File: src/rtl/muldiv_sequencer_pkg.sv
// muldiv_sequencer_pkg: shared state encoding, width default and Hi/Lo select codes.
package muldiv_sequencer_pkg;

    localparam int WIDTH_DEF = 32;

    typedef enum logic [2:0] {
        ST_IDLE  = 3'd0,
        ST_MULT  = 3'd1,
        ST_DIV   = 3'd2,
        ST_FIN   = 3'd3,
        ST_DZERO = 3'd4
    } state_t;

    // Result-select codes the control unit uses when steering Hi/Lo onto the bus.
    typedef enum logic [1:0] {
        HILO_NONE = 2'd0,
        HILO_LO   = 2'd1,
        HILO_HI   = 2'd2,
        HILO_BOTH = 2'd3
    } hilo_sel_t;

endpackage

File: src/rtl/muldiv_sequencer_datapath.sv
// muldiv_sequencer_datapath: Booth multiplier / restoring divider shift registers with sign fix-up.
//   clk    in  clock
//   init   in  latch operands and clear the accumulator
//   step   in  advance one Booth step or one quotient bit
//   is_div in  operation selected at init (1 = divide)
//   op_a   in  multiplicand / dividend
//   op_b   in  multiplier / divisor
//   res    out {hi, lo} as it will be after the current step (product or {remainder, quotient})
module muldiv_sequencer_datapath #(
    parameter int W = 32
) (
    input  logic           clk,
    input  logic           init,
    input  logic           step,
    input  logic           is_div,
    input  logic [W-1:0]   op_a,
    input  logic [W-1:0]   op_b,
    output logic [2*W-1:0] res
);

    logic         div, q1, neg_q, neg_r;
    logic [W:0]   acc, acc_n, ms, sh, sum, dif;
    logic [W-1:0] q, q_n, m, a_mag, b_mag, qq, rr;
    logic         q1_n;

    always_comb begin
        a_mag = op_a[W-1] ? -op_a : op_a;
        b_mag = op_b[W-1] ? -op_b : op_b;
        // Divider works on unsigned magnitudes; Booth needs the multiplicand sign-extended.
        ms    = div ? {1'b0, m} : {m[W-1], m};
        sh    = {acc[W-1:0], q[W-1]};
        dif   = sh - ms;
        sum   = (q[0] == q1) ? acc : (q[0] ? acc - ms : acc + ms);
        acc_n = div ? (dif[W] ? sh : dif) : {sum[W], sum[W:1]};
        q_n   = div ? {q[W-2:0], ~dif[W]} : {sum[0], q[W-1:1]};
        q1_n  = div ? q1 : q[0];
        qq    = neg_q ? -q_n : q_n;
        rr    = neg_r ? -acc_n[W-1:0] : acc_n[W-1:0];
        res   = div ? {rr, qq} : {acc_n[W-1:0], q_n};
    end

    always_ff @(posedge clk) begin
        if (init) begin
            div   <= is_div;
            acc   <= '0;
            q1    <= 1'b0;
            q     <= is_div ? a_mag : op_b;
            m     <= is_div ? b_mag : op_a;
            neg_q <= is_div & (op_a[W-1] ^ op_b[W-1]);
            neg_r <= is_div & op_a[W-1];
        end else if (step) begin
            acc <= acc_n;
            q   <= q_n;
            q1  <= q1_n;
        end
    end

endmodule

File: src/rtl/muldiv_sequencer.sv
// muldiv_sequencer: multicycle signed MULT/DIV sequencer feeding the Hi/Lo registers.
//   clk, reset              clock, synchronous active-high reset
//   mult_start, div_start   requests, sampled only in IDLE (mult has priority)
//   op_a, op_b              operands, latched on the accepting edge
//   busy                    high from the cycle after acceptance through done
//   done, hilo_load         one-cycle completion / Hi-Lo load pulses
//   hi_out, lo_out          product high/low, or remainder/quotient
//   div_zero                one-cycle pulse for a divide by zero
module muldiv_sequencer
    import muldiv_sequencer_pkg::*;
#(
    parameter int WIDTH = WIDTH_DEF,
    parameter int CNT_W = 6
) (
    input  logic             clk,
    input  logic             reset,
    input  logic             mult_start,
    input  logic             div_start,
    input  logic [WIDTH-1:0] op_a,
    input  logic [WIDTH-1:0] op_b,
    output logic             busy,
    output logic             done,
    output logic             hilo_load,
    output logic [WIDTH-1:0] hi_out,
    output logic [WIDTH-1:0] lo_out,
    output logic             div_zero
);

    state_t             state, nxt;
    logic [CNT_W-1:0]   cnt;
    logic               last, init, step;
    logic [2*WIDTH-1:0] res;

    assign last = cnt == CNT_W'(WIDTH - 1);
    assign step = (state == ST_MULT) || (state == ST_DIV);
    assign init = (state == ST_IDLE) && ((nxt == ST_MULT) || (nxt == ST_DIV));

    always_comb begin
        nxt = ST_IDLE;
        case (state)
            ST_IDLE:         nxt = mult_start ? ST_MULT :
                                   div_start  ? ((op_b != '0) ? ST_DIV : ST_DZERO) : ST_IDLE;
            ST_MULT, ST_DIV: nxt = last ? ST_FIN : state;
            default:         nxt = ST_IDLE;
        endcase
    end

    muldiv_sequencer_datapath #(.W(WIDTH)) u_dp (
        .clk    (clk),
        .init   (init),
        .step   (step),
        .is_div (!mult_start),
        .op_a   (op_a),
        .op_b   (op_b),
        .res    (res)
    );

    // Outputs are registered from the next state so they line up with the state they describe.
    always_ff @(posedge clk) begin
        if (reset) begin
            state     <= ST_IDLE;
            cnt       <= '0;
            busy      <= 1'b0;
            done      <= 1'b0;
            hilo_load <= 1'b0;
            div_zero  <= 1'b0;
            hi_out    <= '0;
            lo_out    <= '0;
        end else begin
            state     <= nxt;
            cnt       <= (nxt != state) ? '0 : (step ? cnt + 1'b1 : cnt);
            busy      <= nxt != ST_IDLE;
            done      <= (nxt == ST_FIN) || (nxt == ST_DZERO);
            hilo_load <= nxt == ST_FIN;
            div_zero  <= nxt == ST_DZERO;
            if (nxt == ST_FIN) {hi_out, lo_out} <= res;
        end
    end

endmodule
File: config.mk
export PLATFORM = sky130hd
export DESIGN_NAME = muldiv_sequencer
export DESIGN_NICKNAME = d
export VERILOG_FILES = /design/src/rtl/muldiv_sequencer_pkg.sv /design/src/rtl/muldiv_sequencer_datapath.sv /design/src/rtl/muldiv_sequencer.sv
export SDC_FILE = /design/constraint.sdc
export NUM_CORES = 1
export LEC_CHECK = 0
export ABC_AREA = 1
export BUFFER_PORTS_ARGS = -buffer_cell sky130_fd_sc_hd__buf_2
export CORE_MARGIN = 4
export CORE_UTILIZATION = 56
export CTS_CLUSTER_DIAMETER = 150
export CTS_CLUSTER_SIZE = 20
export DETAILED_ROUTE_END_ITERATION = 16
export PLACE_DENSITY_LB_ADDON = 0.15
export SLEW_MARGIN = 20
export SYNTH_ARGS = -nofsm -noshare
export SYNTH_HDL_FRONTEND = slang
export SYNTH_SLANG_ARGS = --single-unit
File: constraint.sdc
create_clock -name clk -period 3.9 [get_ports clk]
set_input_delay 0.195 -clock clk [delete_from_list [all_inputs] [get_ports clk]]
set_output_delay 0.195 -clock clk [all_outputs]
set_load 0.05 [all_outputs]
==> impl_metrics.json <==
{
  "outcome": "finished, violations left",
  "violations": "negative setup slack",
  "fin_setup_tns_ps": -22430,
  "syn-num-nets": 2867,
  "comb_power_share_pct": 73.7,
  "portBuffers": 135,
  "crit_type": "register to register",
  "antenna_found_initial": 0,
  "vias": 21381,
  "ant_nets": 0,
  "gr-total-overflow": 0,
  "drv_cap": 0,
  "stdcell_area_mm2": 0.0237,
  "synth-seq-area-share_pct": 25.1,
  "yosysTopAreaCell": "nand2_1",
  "report.final.slew_viol_count": 0,
  "final_nets": 3381,
  "slowest_delay_ps": 410,
  "ys.flop_type": "dfxtp_1",
  "rows": 63,
  "avgSynthCellArea_um2": 6.18,
  "initial_utilization_pct": 56.9,
  "fin_skew_ps": 24.8,
  "hold_violations": 0,
  "root_buffer": "clkbuf_16",
  "synth_top_area_share_pct": 14.0,
  "slew_headroom_pct": 35.6,
  "max_freq_ghz": 0.205,
  "synth-edff-count": 67,
  "clockPowerShare_pct": 10.6,
  "hold_start": "reset",
  "core-area_mm2": 0.0296,
  "antennaDiodeCount": 0,
  "syn_inst": 2727,
  "fin_crit_sh_pct": 125,
  "critical_path.top_delay_family": "simple AND/OR/NAND/NOR gates",
  "internal_power_mw": 8.20,
  "tightest_slew_ps": 965,
  "globalplace.congestion": 1.05,
  "place_area_mm2": 0.0203,
  "fin_util_pct": 79.9,
  "die_h_um": 181,
  "crit_slowest_cell": "edfxtp_1",
  "drtIter0Drc": 2428,
  "cts.sinks": 178,
  "clk_latency_ps": 470,
  "power_switching_mw": 8.16,
  "yosysWarnings": 0,
  "dp_hpwl_um": 51200,
  "drc": 0,
  "grt_util_all_layers_pct": 40.1,
  "grt_start_max_net_pins": 111,
  "wire_per_inst_um": 19.5,
  "numCtsBuffers": 17,
  "postRouteWirelength_um": 71000,
  "path_clk_slew_ps": 80,
  "place_ws_ps": -974,
  "r2r_start": "u_dp.m[1]",
  "cp.arrival_ps": 5240,
  "hold_class": "input port to register",
  "switching_share_pct": 49.9,
  "cp-start-kind": "register",
  "crit_buf_inv": 5,
  "worstPathRequired_ps": 4260,
  "grt_pass1_vias": 20547,
  "die_w_um": 181,
  "syn_area_mm2": 0.0169,
  "drive_above_1_share_pct": 32.9,
  "critPathLaunch": "u_dp.m[1]",
  "ys_seq_elements": 178,
  "ctsHoldBuffers": 0,
  "timing.hold.ws_ps": 37.3,
  "die_area_mm2": 0.0329,
  "synthArstFlopShare_pct": 0,
  "grt_setup_unrepaired": "yes",
  "htree_levels": 4,
  "seqPwrFrac_pct": 15.7,
  "area_delta_synth_final_pct": 40.6,
  "grt_pass1_wl_um": 105000,
  "ir_worst_vdd_mv": 0.433,
  "routed_via_density": 5.87,
  "setup_viol": 44,
  "cellPowerDensity_mw_per_mm2": 691,
  "worstSetupEndpointType": "register",
  "io_pins": 136,
  "leakage_nw": 11.6,
  "layout_setup_ws_ps": -985,
  "ctsLongestPathBuffers": 2,
  "min_period_ps": 4880,
  "drt_pass1_iterations": 8,
  "path_max_fanout": 5,
  "yosys-top-cells-area": "nand2_1, dfxtp_1, edfxtp_1",
  "synth.distinct_cells": 53,
  "cts_tree": "done"
}
==> final cells by class <==
cell class	count	area (um2)
Clock inverter	13	129
Timing Repair Buffer	591	4260
Inverter	402	1520
Fill cell	2083	5940
Multi-Input combinational cell	2051	12600
Clock buffer	19	453
Sequential cell	178	4240
Tap cell	390	488
==> through the flow <==
| step | std cells | power (mW) |
|---|---|---|
| after detailed placement | 3497 | 11.6 |
| after floorplan | 2727 | 7.66 |
| after global routing | 3644 | 17.3 |
| after global placement | 3497 | 11.4 |
| after CTS | 3616 | 14.8 |
| final | 3644 | 16.4 |
==> worst paths after layout <==
path / end / cells after the start / slack, ps
min reg2reg: cnt[1] / 2 / 510
max reg2reg: hi_out[29] / 35 / -980
max: hi_out[29] / 35 / -980
min: state[1] / 2 / 40
==> logic make-up (layout without fill, tap and decap cells) <==
group           count (synthesis)  in the layout  synth area share [%]
flops                         178            178                  25.1
buf+inv                       498           1025                  11.5
xor+xnor                      127            127                  6.64
fa+ha+maj                      72             72                  5.43
compound gates                592            592                  18.9
simple gates                 1260           1260                  32.3
==> layer usage <==
metal  share of wire (%)  GRT usage (%)
met5                   0              0
met2                  47           68.9
met4                  10           33.0
met1                  36           44.3
met3                 6.6           4.99
==> worst register-to-register path, delay by kind of cell (launching register included) <==
| family | cells | cell delay, ps |
|---|---|---|
| buffers and inverters | 5 | 590 |
| and+or+nand+nor | 25 | 3010 |
| adders and majority gates | 1 | 250 |
| DFF | 1 | 410 |
| AOI/OAI and AO/OA | 3 | 370 |
| xor gates and xnor gates | 1 | 170 |
==> cells in the mapped netlist (16+ instances only) <==
library cell	number
o21ai_0	268
nand3_1	212
dfxtp_1	111
nor2_1	259
nand2_1	628
nand4_1	21
o211ai_1	34
a21oi_1	221
o21bai_1	16
nand2_2	24
nor3_1	48
xnor2_1	35
inv_1	393
ha_1	70
clkbuf_1	75
xor2_1	91
edfxtp_1	67
a31oi_1	21
==> flip-flops by register name (all words and copies together) (netlist names) <==
signal / cells
busy: 1
cnt: 6
div_zero: 1
done: 1
hi_out: 32
hilo_load: 1
lo_out: 32
state: 3
u_dp.acc: 33
u_dp.div: 1
u_dp.m: 32
u_dp.neg_q: 1
u_dp.neg_r: 1
u_dp.q: 32
u_dp.q1: 1
==> power by group through the flow <==
stage / combinational [mW] / sequential (mW) / clock (mW)
after floorplan: 5.05 / 2.60 / 0
after global placement: 8.88 / 2.54 / 0
after detailed placement: 9.03 / 2.55 / 0
after CTS: 10.5 / 2.53 / 1.73
after global routing: 12.9 / 2.56 / 1.81
final: 12.1 / 2.57 / 1.73
==> repair_timing <==
action	CTS	global route
gates resized for setup	312	208
setup endpoints to repair	45	63
setup buffers	96	33
pin swaps	109	110
==> layout by cell type (no fill, tap or decap), drive strengths merged, types with 5 or more instances in the layout <==
cell type  count
a31oi         21
o211ai        34
ha            70
inv          410
nand4         22
dfxtp        111
nor2         273
or2           14
buf          591
nor4          10
o21bai        16
nand2        656
edfxtp        67
clkbuf        19
xor2          92
nand3        221
o21ai        272
xnor2         35
o21a           5
nand3b         9
nor3          50
a21oi        224
(Power assumes the default switching activity.)
